## src/rtl/drive_arbiter_if.sv

```systemverilog
// drive_arbiter_if: groups the command inputs and drive outputs of the drive arbiter.
//   master : command source / observer (IR, camera, mic side; drives inputs, reads outputs)
//   slave  : the arbiter itself
// Signals:
//   ir_valid        1        one-cycle pulse, ir_button holds a new code
//   ir_button       8        IR button code
//   cam_direction   3        0 centre, 1 left, 2 right, other invalid
//   orange_detected 1        target present (level)
//   speed_in        SPEED_W  requested speed level
//   drive_cmd       3        0 STOP,1 FWD,2 BACK,3 LEFT,4 RIGHT,5 SPIN
//   pwm_out         1        motor enable PWM
//   state           3        0 IDLE,1 MANUAL,2 AUTO_TRACK,3 AUTO_SEARCH
//   timeout_flag    1        MANUAL watchdog expired
interface drive_arbiter_if #(
    parameter int SPEED_W = 2
) ();
    logic               ir_valid;
    logic [7:0]         ir_button;
    logic [2:0]         cam_direction;
    logic               orange_detected;
    logic [SPEED_W-1:0] speed_in;
    logic [2:0]         drive_cmd;
    logic               pwm_out;
    logic [2:0]         state;
    logic               timeout_flag;

    modport master (
        output ir_valid, ir_button, cam_direction, orange_detected, speed_in,
        input  drive_cmd, pwm_out, state, timeout_flag
    );

    modport slave (
        input  ir_valid, ir_button, cam_direction, orange_detected, speed_in,
        output drive_cmd, pwm_out, state, timeout_flag
    );
endinterface

```

## src/rtl/drive_arbiter.sv

```systemverilog
// drive_arbiter: merges IR remote commands, camera target direction and a
// mic-derived speed level into one registered drive command plus a PWM enable.
// Modes: IDLE, MANUAL (IR driven, with silence watchdog), AUTO_TRACK (camera
// driven, with target-lost timer) and AUTO_SEARCH (spin, with search timeout).
// Ports:
//   clk_50  in  system clock
//   rst_n   in  synchronous active-low reset
//   bus     drive_arbiter_if.slave (command inputs, drive/PWM/state outputs)
module drive_arbiter #(
    parameter int          SPEED_W    = 2,
    parameter int          PWM_W      = 8,
    parameter int          IR_TIMEOUT = 5000000,
    parameter int          LOST_CYC   = 2500000,
    parameter int          SEARCH_CYC = 25000000,
    parameter logic [7:0]  BTN_FWD    = 8'h01,
    parameter logic [7:0]  BTN_BACK   = 8'h02,
    parameter logic [7:0]  BTN_LEFT   = 8'h03,
    parameter logic [7:0]  BTN_RIGHT  = 8'h04,
    parameter logic [7:0]  BTN_STOP   = 8'h05,
    parameter logic [7:0]  BTN_AUTO   = 8'h06
) (
    input  logic           clk_50,
    input  logic           rst_n,
    drive_arbiter_if.slave bus
);
    localparam logic [2:0] ST_IDLE   = 3'd0;
    localparam logic [2:0] ST_MANUAL = 3'd1;
    localparam logic [2:0] ST_TRACK  = 3'd2;
    localparam logic [2:0] ST_SEARCH = 3'd3;

    localparam logic [2:0] DRV_STOP  = 3'd0;
    localparam logic [2:0] DRV_FWD   = 3'd1;
    localparam logic [2:0] DRV_BACK  = 3'd2;
    localparam logic [2:0] DRV_LEFT  = 3'd3;
    localparam logic [2:0] DRV_RIGHT = 3'd4;
    localparam logic [2:0] DRV_SPIN  = 3'd5;

    // Counter widths sized so the terminal value itself is representable.
    localparam int WD_W = $clog2(IR_TIMEOUT + 1);
    localparam int LC_W = $clog2(LOST_CYC + 1);
    localparam int SC_W = $clog2(SEARCH_CYC + 1);

    localparam logic [WD_W-1:0] WD_MAX = WD_W'(IR_TIMEOUT);
    localparam logic [LC_W-1:0] LC_MAX = LC_W'(LOST_CYC);
    localparam logic [SC_W-1:0] SC_MAX = SC_W'(SEARCH_CYC);

    logic [2:0]         state_r,      state_nxt_s;
    logic [2:0]         drive_r,      drive_nxt_s;
    logic               tflag_r,      tflag_nxt_s;
    logic               pwm_r,        pwm_nxt_s;
    logic [WD_W-1:0]    wd_cnt_r,     wd_nxt_s;
    logic [LC_W-1:0]    lost_cnt_r,   lost_nxt_s;
    logic [SC_W-1:0]    search_cnt_r, search_nxt_s;
    logic [PWM_W-1:0]   pwm_cnt_r;
    logic [SPEED_W-1:0] speed_lat_r;
    logic [PWM_W-1:0]   duty_s;

    logic               ir_stop_s;
    logic               ir_move_s;
    logic               ir_auto_s;
    logic [LC_W-1:0]    lost_inc_s;
    logic [SC_W-1:0]    search_inc_s;

    // Camera direction to drive command; anything but a present target with
    // a known direction stops the motors.
    function automatic logic [2:0] cam_to_drive(input logic present, input logic [2:0] dir);
        logic [2:0] d;
        if (present) begin
            case (dir)
                3'd0:    d = DRV_FWD;
                3'd1:    d = DRV_LEFT;
                3'd2:    d = DRV_RIGHT;
                default: d = DRV_STOP;
            endcase
        end else begin
            d = DRV_STOP;
        end
        return d;
    endfunction

    // IR decode: unknown codes fall through as if no code arrived. BTN_AUTO
    // only counts from IDLE/MANUAL; AUTO states treat it as noise.
    assign ir_stop_s = bus.ir_valid && (bus.ir_button == BTN_STOP);
    assign ir_move_s = bus.ir_valid && ((bus.ir_button == BTN_FWD)  || (bus.ir_button == BTN_BACK) ||
                                        (bus.ir_button == BTN_LEFT) || (bus.ir_button == BTN_RIGHT));
    assign ir_auto_s = bus.ir_valid && (bus.ir_button == BTN_AUTO) &&
                       ((state_r == ST_IDLE) || (state_r == ST_MANUAL));

    assign lost_inc_s   = lost_cnt_r + LC_W'(1);
    assign search_inc_s = search_cnt_r + SC_W'(1);
    // Low bits forced to ones: speed 0 still yields a short non-zero pulse,
    // max speed covers the whole period.
    assign duty_s       = {speed_lat_r, {(PWM_W - SPEED_W){1'b1}}};

    // Next-state and counter logic; every state change clears all counters.
    always_comb begin
        state_nxt_s  = state_r;
        wd_nxt_s     = wd_cnt_r;
        lost_nxt_s   = lost_cnt_r;
        search_nxt_s = search_cnt_r;
        if (ir_stop_s || ir_move_s || ir_auto_s) begin
            wd_nxt_s     = '0;
            lost_nxt_s   = '0;
            search_nxt_s = '0;
            if (ir_stop_s) begin
                state_nxt_s = ST_IDLE;
            end else if (ir_move_s) begin
                state_nxt_s = ST_MANUAL;
            end else begin
                state_nxt_s = ST_TRACK;
            end
        end else begin
            case (state_r)
                ST_IDLE: begin
                    state_nxt_s = ST_IDLE;
                end
                ST_MANUAL: begin
                    // Saturate at the timeout so the flag stays asserted.
                    if (wd_cnt_r == WD_MAX) begin
                        wd_nxt_s = wd_cnt_r;
                    end else begin
                        wd_nxt_s = wd_cnt_r + WD_W'(1);
                    end
                end
                ST_TRACK: begin
                    if (bus.orange_detected) begin
                        lost_nxt_s = '0;
                    end else if (lost_inc_s == LC_MAX) begin
                        state_nxt_s = ST_SEARCH;
                        lost_nxt_s  = '0;
                    end else begin
                        lost_nxt_s = lost_inc_s;
                    end
                end
                ST_SEARCH: begin
                    if (bus.orange_detected) begin
                        state_nxt_s  = ST_TRACK;
                        search_nxt_s = '0;
                    end else if (search_inc_s == SC_MAX) begin
                        state_nxt_s  = ST_IDLE;
                        search_nxt_s = '0;
                    end else begin
                        search_nxt_s = search_inc_s;
                    end
                end
                default: begin
                    state_nxt_s  = ST_IDLE;
                    wd_nxt_s     = '0;
                    lost_nxt_s   = '0;
                    search_nxt_s = '0;
                end
            endcase
        end
    end

    // Output logic: next drive command, watchdog flag and PWM enable.
    always_comb begin
        drive_nxt_s = DRV_STOP;
        if (ir_stop_s) begin
            drive_nxt_s = DRV_STOP;
        end else if (ir_move_s) begin
            case (bus.ir_button)
                BTN_FWD:   drive_nxt_s = DRV_FWD;
                BTN_BACK:  drive_nxt_s = DRV_BACK;
                BTN_LEFT:  drive_nxt_s = DRV_LEFT;
                BTN_RIGHT: drive_nxt_s = DRV_RIGHT;
                default:   drive_nxt_s = DRV_STOP;
            endcase
        end else if (ir_auto_s) begin
            drive_nxt_s = cam_to_drive(bus.orange_detected, bus.cam_direction);
        end else begin
            case (state_r)
                ST_IDLE: begin
                    drive_nxt_s = DRV_STOP;
                end
                ST_MANUAL: begin
                    if (wd_nxt_s == WD_MAX) begin
                        drive_nxt_s = DRV_STOP;
                    end else begin
                        drive_nxt_s = drive_r;
                    end
                end
                ST_TRACK: begin
                    if (bus.orange_detected) begin
                        drive_nxt_s = cam_to_drive(1'b1, bus.cam_direction);
                    end else if (state_nxt_s == ST_SEARCH) begin
                        drive_nxt_s = DRV_SPIN;
                    end else begin
                        drive_nxt_s = DRV_STOP;
                    end
                end
                ST_SEARCH: begin
                    if (bus.orange_detected) begin
                        drive_nxt_s = cam_to_drive(1'b1, bus.cam_direction);
                    end else if (state_nxt_s == ST_IDLE) begin
                        drive_nxt_s = DRV_STOP;
                    end else begin
                        drive_nxt_s = DRV_SPIN;
                    end
                end
                default: begin
                    drive_nxt_s = DRV_STOP;
                end
            endcase
        end
        tflag_nxt_s = (state_nxt_s == ST_MANUAL) && (wd_nxt_s == WD_MAX);
        pwm_nxt_s   = (pwm_cnt_r <= duty_s) && (drive_r != DRV_STOP);
    end

    // State, counter and output registers with synchronous active-low reset.
    always_ff @(posedge clk_50) begin
        if (!rst_n) begin
            state_r      <= ST_IDLE;
            drive_r      <= DRV_STOP;
            tflag_r      <= 1'b0;
            pwm_r        <= 1'b0;
            wd_cnt_r     <= '0;
            lost_cnt_r   <= '0;
            search_cnt_r <= '0;
            pwm_cnt_r    <= '0;
            speed_lat_r  <= '0;
        end else begin
            state_r      <= state_nxt_s;
            drive_r      <= drive_nxt_s;
            tflag_r      <= tflag_nxt_s;
            pwm_r        <= pwm_nxt_s;
            wd_cnt_r     <= wd_nxt_s;
            lost_cnt_r   <= lost_nxt_s;
            search_cnt_r <= search_nxt_s;
            pwm_cnt_r    <= pwm_cnt_r + PWM_W'(1);
            // Speed only changes at the period boundary so no pulse is cut short.
            if (pwm_cnt_r == {PWM_W{1'b1}}) begin
                speed_lat_r <= bus.speed_in;
            end else begin
                speed_lat_r <= speed_lat_r;
            end
        end
    end

    assign bus.state        = state_r;
    assign bus.drive_cmd    = drive_r;
    assign bus.timeout_flag = tflag_r;
    assign bus.pwm_out      = pwm_r;
endmodule

```

## src/flat_wrapper.sv

```systemverilog
// flat-port wrapper written by rule: the top's interface ports become plain ports
module drive_arbiter_flat 
#(
    parameter int          SPEED_W    = 2,
    parameter int          PWM_W      = 8,
    parameter int          IR_TIMEOUT = 5000000,
    parameter int          LOST_CYC   = 2500000,
    parameter int          SEARCH_CYC = 25000000,
    parameter logic [7:0]  BTN_FWD    = 8'h01,
    parameter logic [7:0]  BTN_BACK   = 8'h02,
    parameter logic [7:0]  BTN_LEFT   = 8'h03,
    parameter logic [7:0]  BTN_RIGHT  = 8'h04,
    parameter logic [7:0]  BTN_STOP   = 8'h05,
    parameter logic [7:0]  BTN_AUTO   = 8'h06
)
  (clk_50, rst_n, bus_ir_valid, bus_ir_button, bus_cam_direction, bus_orange_detected, bus_speed_in, bus_drive_cmd, bus_pwm_out, bus_state, bus_timeout_flag);
  drive_arbiter_if #(.SPEED_W(SPEED_W)) bus_i ();
  input  logic clk_50;
  input  logic rst_n;
  input wire logic [$bits(bus_i.ir_valid)-1:0] bus_ir_valid;
  input wire logic [$bits(bus_i.ir_button)-1:0] bus_ir_button;
  input wire logic [$bits(bus_i.cam_direction)-1:0] bus_cam_direction;
  input wire logic [$bits(bus_i.orange_detected)-1:0] bus_orange_detected;
  input wire logic [$bits(bus_i.speed_in)-1:0] bus_speed_in;
  output wire logic [$bits(bus_i.drive_cmd)-1:0] bus_drive_cmd;
  output wire logic [$bits(bus_i.pwm_out)-1:0] bus_pwm_out;
  output wire logic [$bits(bus_i.state)-1:0] bus_state;
  output wire logic [$bits(bus_i.timeout_flag)-1:0] bus_timeout_flag;
  assign bus_i.ir_valid = bus_ir_valid;
  assign bus_i.ir_button = bus_ir_button;
  assign bus_i.cam_direction = bus_cam_direction;
  assign bus_i.orange_detected = bus_orange_detected;
  assign bus_i.speed_in = bus_speed_in;
  assign bus_drive_cmd = bus_i.drive_cmd;
  assign bus_pwm_out = bus_i.pwm_out;
  assign bus_state = bus_i.state;
  assign bus_timeout_flag = bus_i.timeout_flag;
  drive_arbiter #(.SPEED_W(SPEED_W), .PWM_W(PWM_W), .IR_TIMEOUT(IR_TIMEOUT), .LOST_CYC(LOST_CYC), .SEARCH_CYC(SEARCH_CYC), .BTN_FWD(BTN_FWD), .BTN_BACK(BTN_BACK), .BTN_LEFT(BTN_LEFT), .BTN_RIGHT(BTN_RIGHT), .BTN_STOP(BTN_STOP), .BTN_AUTO(BTN_AUTO)) u_core (.clk_50(clk_50), .rst_n(rst_n), .bus(bus_i));
endmodule
```

## config.mk

```make
export PLATFORM = sky130hd
export DESIGN_NAME = drive_arbiter_flat
export DESIGN_NICKNAME = d
export VERILOG_FILES = /design/src/rtl/drive_arbiter_if.sv /design/src/rtl/drive_arbiter.sv /design/src/flat_wrapper.sv
export SDC_FILE = /design/constraint.sdc
export NUM_CORES = 1
export LEC_CHECK = 0
export ABC_AREA = 1
export BUFFER_PORTS_ARGS = -buffer_cell sky130_fd_sc_hd__buf_2
export CORE_MARGIN = 1.5
export CORE_UTILIZATION = 65
export DETAILED_ROUTE_END_ITERATION = 7
export GPL_TIMING_DRIVEN = 1
export PLACE_DENSITY = 0.83
export RECOVER_POWER = 25
export SLEW_MARGIN = 20
export SYNTH_ARGS = -nofsm -noshare
export SYNTH_HDL_FRONTEND = slang
export SYNTH_SLANG_ARGS = --single-unit
```

## constraint.sdc

```tcl
create_clock -name clk_50 -period 3.3 [get_ports clk_50]
set_input_delay 0.495 -clock clk_50 [delete_from_list [all_inputs] [get_ports clk_50]]
set_output_delay 0.495 -clock clk_50 [all_outputs]
set_load 0.01 [all_outputs]
```

==> Flow_metrics.wiki, run 1 <==
{| class="wikitable"
! Metric !! Value
|-
| Run status || finished, final reports clean
|-
| Routed wire length || 14600 µm
|-
| Net count after synthesis || 1058
|-
| Max-Slew Margin vs Limit || 0.502
|-
| Hold Crit Class || input pin to flop
|-
| Worst setup slack for register-to-register paths || 0.81 ns
|-
| Leading cell type by number of instances after synthesis || nand2_1
|-
| Worst ir drop on vdd || 220 µV
|-
| Worst r2r dst || u_core.bus.drive_cmd[0]$_SDFFE_PP0P_
|-
| Number of DRC markers after the initial detailed-route iteration || 262
|-
| Mean instance size in the synthesized netlist || 5.93 µm²
|-
| Number of top-level pins || 25
|-
| Crit path kind || flop to flop
|-
| Post-synthesis register bit count || 88
|-
| Overall die width || 100 µm
|-
| Standard-cell rows || 35
|-
| TritonRoute pass-1 iters || 6
|-
| Startpoint of the lowest-slack hold path || bus_speed_in[0]
|-
| Proportion of synthesized area in mux cells || 0
|-
| Leakage component of the power || 2.44 nW
|-
| Setup-violating endpoint count in the final report || 0
|-
| Setup skew after layout || 0.00957 ns
|-
| Worst EP arrival || 2.76 ns
|-
| Global-route wire length before repair || 25100 µm
|-
| Top cells by instance count after synthesis || nand2_1, nor2_1, inv_1, dfxtp_1, nand3_1
|-
| Maximum clock path buffer count || 2
|-
| Count of synthesis-stage warnings from yosys || 0
|-
| Clk Latency, worst-skew pair || 0.37 ns
|-
| Number of gates resized after CTS || 0
|-
| Largest net degree at the start of global routing || 48
|-
| Slew at the pin closest to its max-slew limit || 0.747 ns
|-
| Routed Antenna Nets || 0
|-
| Max-slew violation count || 0
|-
| Most common cell on crit path || o21ai_0
|-
| Critical path's slowest cell || nor2_1
|-
| Post-cts hold buffer count || 0
|-
| Post-Synth Simple-Gate Area || 0.482
|-
| Vertical extent of the die || 100 µm
|-
| Power density over the cells || 281 nW/µm²
|-
| Antenna diode count || 0
|-
| Crit path from || u_core.bus.state[0]$_SDFF_PN0_
|-
| Core area || 9200 µm²
|-
| Area enclosed by the die boundary || 10000 µm²
|-
| Max Cap Violations || 0
|-
| Post-route clock period utilization || 0.756
|-
| Crit path largest cell delay || 0.42 ns
|-
| Effective utilization at floorplan || 0.667
|-
| IO buf count || 24
|-
| Worst Path Required || 3.57 ns
|-
| Post-Synth XOR/XNOR Area || 0.0114
|-
| Worst setup EP type || flop
|-
| Total clock buffers created by CTS || 9
|-
| Area share of the largest cell type after synthesis || 0.287
|-
| Compound-cell area share of the yosys netlist || 0.108
|-
| Clock-pin slew reported for the worst setup and hold paths after clock tree synthesis || 0.09 ns
|-
| Distinct cell type count of the synthesized netlist || 45
|-
| Vias || 6353
|-
| Non-Filler Cell Area, Final || 6470 µm²
|-
| Worst reg2reg path depth || 13
|-
| Number of H-tree branching levels || 3
|-
| Post-synthesis instance total || 1034
|-
| Synth top area cells || dfxtp_1, nand2_1, nor2_1
|-
| Post-Syn Area || 6130 µm²
|-
| Largest fanout on the critical path || 8
|-
| Number of flops mapped to enable cells by yosys || 0
|-
| Dominant register cell in the synthesized netlist || dfxtp_1
|-
| Synth-to-Final Area Change || 5.49%
|-
| Buffer type at the clock tree root || clkbuf_8
|-
| Final hold violation count || 0
|-
| Maximum operating frequency || 0.401 GHz
|-
| Half-perimeter wire length after placement || 10900 µm
|-
| Critical path startpoint category || flop
|-
| Fraction of final layout cells with drive strength greater than 1 || 0.0882
|-
| Setup TNS after final layout || 0 ns
|-
| Global route total overflow || 0
|-
| Proportion of synthesized flip-flops having asynchronous set or reset || 0
|-
| Dominant combinational cell family by area after synthesis || simple AND/OR/NAND/NOR gates
|-
| Final critical path time including I/O delays and setup || 2.49 ns
|-
| End point of the critical path || u_core.bus.drive_cmd[0]$_SDFFE_PP0P_
|-
| Post-synthesis cell type with the largest combined area || dfxtp_1
|-
| Initial antenna violation count || 0
|-
| Final worst slack || 0.805 ns
|-
| Cells after DPL || 1151
|-
| Non-filler instance count after layout || 1166
|-
| Placed cell areas || 6320 µm²
|-
| Dpl ws || 0.817 ns
|-
| Gp weighted congestion || 0.966
|-
| Adder and majority cell fraction of the synthesized area || 0.0143
|-
| Clock sink count || 88
|-
| Count of unresolved DRC violations after routing || 0
|-
| Post-CTS setup-driven buffer insertion count || 0
|-
| DR WL/cell || 12.5 µm
|-
| Total Nets Final || 1075
|-
| Total global routing track utilization || 0.308
|-
| Routed vias/inst || 5.45
|-
| Number of global-route vias before repair || 5611
|-
| Portion of the post-synthesis area used by sequential elements || 0.287
|-
| Clock tree from TritonCTS || yes
|-
| RSZ-0062 raised after global routing || false
|-
| Worst reg2reg path startpoint || u_core.bus.state[0]$_SDFF_PN0_
|-
| Critical-path cell list || nand2_1, nor2_1, inv_1, a21oi_1, o21ai_0, o21ai_0, o21ai_0, nand2_1, nor2_1, nand3_1, nand3_2, o21ai_1, a21oi_2
|}
area by class of cell:
cell class | instances | area [µm²]
multi-input cells | 793 | 3770
inverters | 131 | 493
fillers | 878 | 2730
well taps | 111 | 139
repair buffers | 28 | 139
flip-flops and latches | 88 | 1760
clock buffers | 12 | 145
clock inverters | 3 | 18.8
state kept, by name, summed over array words and instances, names as in the netlist, 2 cells and up:
name                  flops
u_core.lost_cnt_r        22
u_core.search_cnt_r      25
u_core.wd_cnt_r          23
u_core.pwm_cnt_r          8
u_core.bus.state          3
u_core.speed_lat_r        2
u_core.bus.drive_cmd      3
cells by family after synthesis:
| family | after synthesis |
|---|---|
| and+or+nand+nor | 659 |
| xor gates and xnor gates | 8 |
| adders and majority gates | 7 |
| other | 1 |
| AOI/OAI and AO/OA | 118 |
| DFF | 88 |
| buffers and inverters | 153 |
worst max-delay path, delay by kind of cell, from the launching register on:
kind | cells | cell delay [ns]
simple gates | 6 | 0.87
buf+inv | 1 | 0.29
flops | 1 | 0.41
compound gates | 6 | 0.81
cells in the final DEF (no fill, tap or decap), drive strengths merged:
| cell | instances |
|---|---|
| clkbuf | 21 |
| o211ai | 1 |
| a32oi | 1 |
| a21oi | 59 |
| nor4 | 5 |
| and2 | 3 |
| ha | 7 |
| or2 | 3 |
| nand4 | 30 |
| nor3 | 24 |
| buf | 19 |
| conb | 1 |
| nand3b | 9 |
| o21ai | 37 |
| xor2 | 5 |
| nand3 | 75 |
| dfxtp | 88 |
| nand2 | 339 |
| a31oi | 3 |
| a211oi | 3 |
| clkinv | 6 |
| a22oi | 10 |
| inv | 128 |
| nor4b | 1 |
| xnor2 | 3 |
| nor2 | 170 |
| o22ai | 2 |
| o21bai | 2 |
through the flow:
stage                      util  total power, mW  hold WS (ns)
after global routing      0.704             1.89         0.433
after detailed placement  0.687             1.17         0.442
after CTS                 0.705             1.83         0.403
after global placement    0.687             1.17         0.433
final                     0.704             1.82         0.415
after floorplan               -             1.14         0.418
report_power, final:
group	switching, mW	internal [mW]	leakage [nW]
Sequential	0.00323	1.06	0.709
Clock	0.385	0.290	0.0862
Combinational	0.0556	0.0190	1.64
Total	0.444	1.37	2.44
per-layer routing:
metal | GRT usage | vias to the layer above | share of wire
met1 | 0.399 | 2812 | 0.47
met2 | 0.520 | 170 | 0.46
met3 | 0.0585 | 24 | 0.050
met5 | 0 | - | 0
met4 | 0.0997 | 0 | 0.022
li1 | - | 3347 | -
worst min-delay path by stage:
stage / endpoint / slack [ns] / cells past startpoint
final: u_core.speed_lat_r[0]$_SDFFE_PN0N_ / 0.42 / 3
after global routing: u_core.speed_lat_r[1]$_SDFFE_PN0N_ / 0.43 / 3
after CTS: u_core.speed_lat_r[1]$_SDFFE_PN0N_ / 0.40 / 3
after detailed placement: u_core.pwm_cnt_r[0]$_SDFF_PN0_ / 0.44 / 1
after global placement: u_core.pwm_cnt_r[0]$_SDFF_PN0_ / 0.43 / 1
after floorplan: u_core.pwm_cnt_r[0]$_SDFF_PN0_ / 0.42 / 1
No activity file was read; power rests on OpenSTA's default activity.
==> run 2, diff against run 1 <==
--- a/config.mk
+++ b/config.mk
@@ -8,10 +8,10 @@
 export ABC_AREA = 1
 export BUFFER_PORTS_ARGS = -buffer_cell sky130_fd_sc_hd__buf_2
 export CORE_MARGIN = 1.5
-export CORE_UTILIZATION = 65
+export CORE_UTILIZATION = 63
 export DETAILED_ROUTE_END_ITERATION = 7
 export GPL_TIMING_DRIVEN = 1
-export PLACE_DENSITY = 0.83
+export PLACE_DENSITY = 0.81
 export RECOVER_POWER = 25
 export SLEW_MARGIN = 20
 export SYNTH_ARGS = -nofsm -noshare
==> constraint.sdc (replaced) <==
create_clock -name clk_50 -period 2.6 [get_ports clk_50]
set_input_delay 0.39 -clock clk_50 [delete_from_list [all_inputs] [get_ports clk_50]]
set_output_delay 0.39 -clock clk_50 [all_outputs]
set_load 0.01 [all_outputs]
==> run 2 against run 1 <==
  * Register-to-register slack worse by 0.63 ns
  * Combinational power rose by 41%
  * Total power is 38% higher
  * Sequential cell count unchanged
  * Core utilization up 1.7 points
  * Clock-buffer cell count increased by 1
  * Fmax is 2.9% higher
  * Critical path depth rose by 1
  * Clock power increased by 54%
  * Worst hold slack worse by 0.11 ns
  * Die area is 3.1% higher
  * Critical path type unchanged
  * Highest routed layer unchanged
==> Flow_metrics.wiki, run 2 (synthesis gave the netlist of run 1 again) <==
{| class="wikitable"
! Metric !! Value
|-
| Routed Antenna Nets || 0 (unchanged)
|-
| Standard-cell rows || 35 (unchanged)
|-
| Largest fanout on the critical path || 6 (-2)
|-
| Routed vias/inst || 5.33 (-2.3%)
|-
| Initial antenna violation count || 0 (unchanged)
|-
| Clk Latency, worst-skew pair || 0.37 ns (about the same)
|-
| Max-slew violation count || 0 (unchanged)
|-
| Core area || 9330 µm² (+1.4%)
|-
| Non-filler instance count after layout || 1195 (+2.5%)
|-
| Critical path's slowest cell || nor2_1
|-
| IO buf count || 24 (unchanged)
|-
| Gp weighted congestion || 0.911 (-5.7%)
|-
| Worst ir drop on vdd || 382 µV (+74%)
|-
| Half-perimeter wire length after placement || 11100 µm (+1.6%)
|-
| Post-route clock period utilization || 0.932 (+0.176)
|-
| Area enclosed by the die boundary || 10300 µm² (+3.1%)
|-
| Maximum clock path buffer count || 2 (unchanged)
|-
| Critical-path cell list || inv_2, nand2_1, nor2_1, inv_1, a21oi_1, o21ai_0, o21ai_0, o21ai_0, nand2_1, nor2_1, nand3_1, nand3_2, o21ai_1, a21oi_2
|-
| Worst reg2reg path startpoint || u_core.bus.state[1]$_SDFF_PN0_
|-
| Most flop-heavy register || u_core.search_cnt_r
|-
| Number of top-level pins || 25 (unchanged)
|-
| Critical path startpoint category || flop
|-
| Number of global-route vias before repair || 5685 (+1.3%)
|-
| Instance count along the most critical hold path || 3 (unchanged)
|-
| Effective utilization at floorplan || 0.658 (-0.00939)
|-
| TritonRoute pass-1 iters || 5 (-1)
|-
| Most common cell on crit path || o21ai_0
|-
| Total Power || 2.50 mW (+38%)
|-
| Run status || finished, final reports clean
|-
| Number of flip-flops under the largest register name || 25 (unchanged)
|-
| Count of unresolved DRC violations after routing || 0 (unchanged)
|-
| Global route total overflow || 0 (unchanged)
|-
| Antenna diode count || 0 (unchanged)
|-
| Worst Path Required || 2.86 ns (-0.71 ns)
|-
| Vias || 6364 (+0.17%)
|-
| Largest net degree at the start of global routing || 48 (unchanged)
|-
| Vertical extent of the die || 102 µm (+1.5%)
|-
| Setup skew after layout || 0.0154 ns (+0.00580 ns)
|-
| Multi-input gate area || 3850 µm² (+2.1%)
|-
| Max Cap Violations || 0 (unchanged)
|-
| Clock-pin slew reported for the worst setup and hold paths after clock tree synthesis || 0.09 ns (about the same)
|-
| Worst path bufs/invs || 2 (+1)
|-
| Setup TNS after final layout || 0 ns (unchanged)
|-
| Worst reg2reg path depth || 14 (+1)
|-
| Cell class contributing the biggest share of worst-path delay || simple AND/OR/NAND/NOR gates
|-
| Total clock buffers created by CTS || 9 (unchanged)
|-
| Filler cell count in the final layout || 850 (-3.2%)
|-
| Routed wire length || 14900 µm (+2.1%)
|-
| Most used cells in the layout excluding fill and tap cells || nand2_1, nor2_1, inv_1
|-
| DR WL/cell || 12.5 µm (-0.36%)
|-
| Crit path largest cell delay || 0.42 ns (about the same)
|-
| Leakage component of the power || 2.53 nW (+4.0%)
|-
| Global-route wire length before repair || 25100 µm (about the same)
|-
| Final hold violation count || 0 (unchanged)
|-
| Worst min-delay path endpoint || u_core.speed_lat_r[0]$_SDFFE_PN0N_
|-
| Startpoint of the lowest-slack hold path || bus_speed_in[0]
|-
| Clock sink count || 88 (unchanged)
|-
| Fraction of final layout cells with drive strength greater than 1 || 0.112 (+0.0235)
|-
| Crit path kind || flop to flop
|-
| Power density over the cells || 372 nW/µm² (+33%)
|-
| Most frequent standard cell in the layout excluding fill and tap cells || nand2_1
|-
| Overall die width || 102 µm (+1.5%)
|-
| Slew at the pin closest to its max-slew limit || 0.684 ns (-0.0625 ns)
|-
| Number of H-tree branching levels || 3 (unchanged)
|-
| Number of DRC markers after the initial detailed-route iteration || 322 (+23%)
|-
| Total Nets Final || 1085 (+0.93%)
|-
| Total global routing track utilization || 0.302 (-0.00657)
|-
| Worst setup EP type || flop
|-
| Worst r2r dst || u_core.bus.drive_cmd[2]$_SDFFE_PP0P_
|-
| Clock tree from TritonCTS || yes
|-
| Synth-to-Final Area Change || 9.51%
|-
| Worst EP arrival || 2.69 ns (-0.07 ns)
|-
| Hold Crit Class || input pin to flop
|-
| Max-Slew Margin vs Limit || 0.543 (+0.0417)
|-
| RSZ-0062 raised after global routing || false
|-
| Sequential standard cell area || 1770 µm² (+0.36%)
|-
| Final critical path time including I/O delays and setup || 2.42 ns (-0.0710 ns)
|-
| Buffer type at the clock tree root || clkbuf_8
|-
| Maximum operating frequency || 0.413 GHz (+2.9%)
|-
| Worst setup slack for register-to-register paths || 0.18 ns (-0.63 ns)
|-
| Setup-violating endpoint count in the final report || 0 (unchanged)
|-
| Worst hold margin || 0.309 ns (-0.106 ns)
|-
| Largest registers || u_core.search_cnt_r x25, u_core.wd_cnt_r x23, u_core.lost_cnt_r x22
|-
| Cells after DPL || 1179 (+2.4%)
|}
-- run 2: changes by cell type in the layout (fill, tap and decap cells not counted), moves of 2 or more --
cell | before | now
nor2_1 | 151 | 146
dfxtp_2 | 0 | 2
clkinv_2 | 3 | 1
dfxtp_1 | 88 | 85
buf_4 | 4 | 12
clkbuf_8 | 10 | 12
nor2_4 | 7 | 11
nand2_1 | 326 | 324
-- run 2: worst max-delay path by stage --
stage / endpoint / cells after the start / from
3_3_place_gp: u_core.bus.drive_cmd[0]$_SDFFE_PP0P_ / 20 / u_core.search_cnt_r[0]$_SDFFE_PP0N_
6_report: u_core.bus.drive_cmd[2]$_SDFFE_PP0P_ / 14 / u_core.bus.state[1]$_SDFF_PN0_
3_5_place_dp: u_core.bus.drive_cmd[0]$_SDFFE_PP0P_ / 17 / u_core.lost_cnt_r[0]$_SDFFE_PP0N_
2_1_floorplan: u_core.bus.drive_cmd[0]$_SDFFE_PP0P_ / 19 / u_core.search_cnt_r[0]$_SDFFE_PP0N_
4_1_cts: u_core.bus.drive_cmd[0]$_SDFFE_PP0P_ / 17 / u_core.lost_cnt_r[0]$_SDFFE_PP0N_
5_1_grt: u_core.bus.drive_cmd[0]$_SDFFE_PP0P_ / 17 / u_core.wd_cnt_r[1]$_SDFF_PN0_
-- run 2: per-layer routing --
| metal | part of all wire | global-route usage |
|---|---|---|
| met1 | 0.46 | 0.399 |
| met2 | 0.46 | 0.503 |
| met3 | 0.065 | 0.0462 |
| met4 | 0.014 | 0.101 |
| met5 | 0 | 0 |
-- run 2: layout make-up --
type / count / area share
inverter: 131 / 0.0734
clock buffer: 13 / 0.0251
multi-input combinational: 793 / 0.574
clock inverter: 3 / 0.00708
sequential: 88 / 0.263
tap: 129 / 0.0240
timing repair buffer: 38 / 0.0333
-- run 2: what timing repair did --
action	4_1_cts	5_1_grt
resized for setup	0	21
hold buffers	0	0
endpoints found under the hold margin	0	0
setup endpoints to repair	0	14
buffers inserted	0	0
-- run 2: report_power, final --
part           leakage, nW  total, mW  internal [mW]  switching (mW)
Clock                0.110       1.04          0.530           0.512
Combinational         1.71      0.105         0.0302          0.0752
Sequential           0.711       1.35           1.35         0.00311
-- run 2: through the flow --
step / instance area [µm²] / util / setup slack (ns)
final: 6720 / 0.720 / 0.176
after global routing: 6720 / 0.720 / 0.000473
after CTS: 6650 / 0.713 / 0.0989
after detailed placement: 6430 / 0.689 / 0.121
after global placement: 6430 / 0.689 / 0.133
after floorplan: 6130 / - / 0.520
-- run 2: worst reg2reg max path: stages, from the launching register on --
cell,delay [ns]
dfxtp_1,0.34
inv_2,0.08
nand2_1,0.07
nor2_1,0.42
inv_1,0.28
a21oi_1,0.18
o21ai_0,0.09
o21ai_0,0.15
o21ai_0,0.14
nand2_1,0.09
nor2_1,0.06
nand3_1,0.11
nand3_2,0.11
o21ai_1,0.18
a21oi_2,0.05
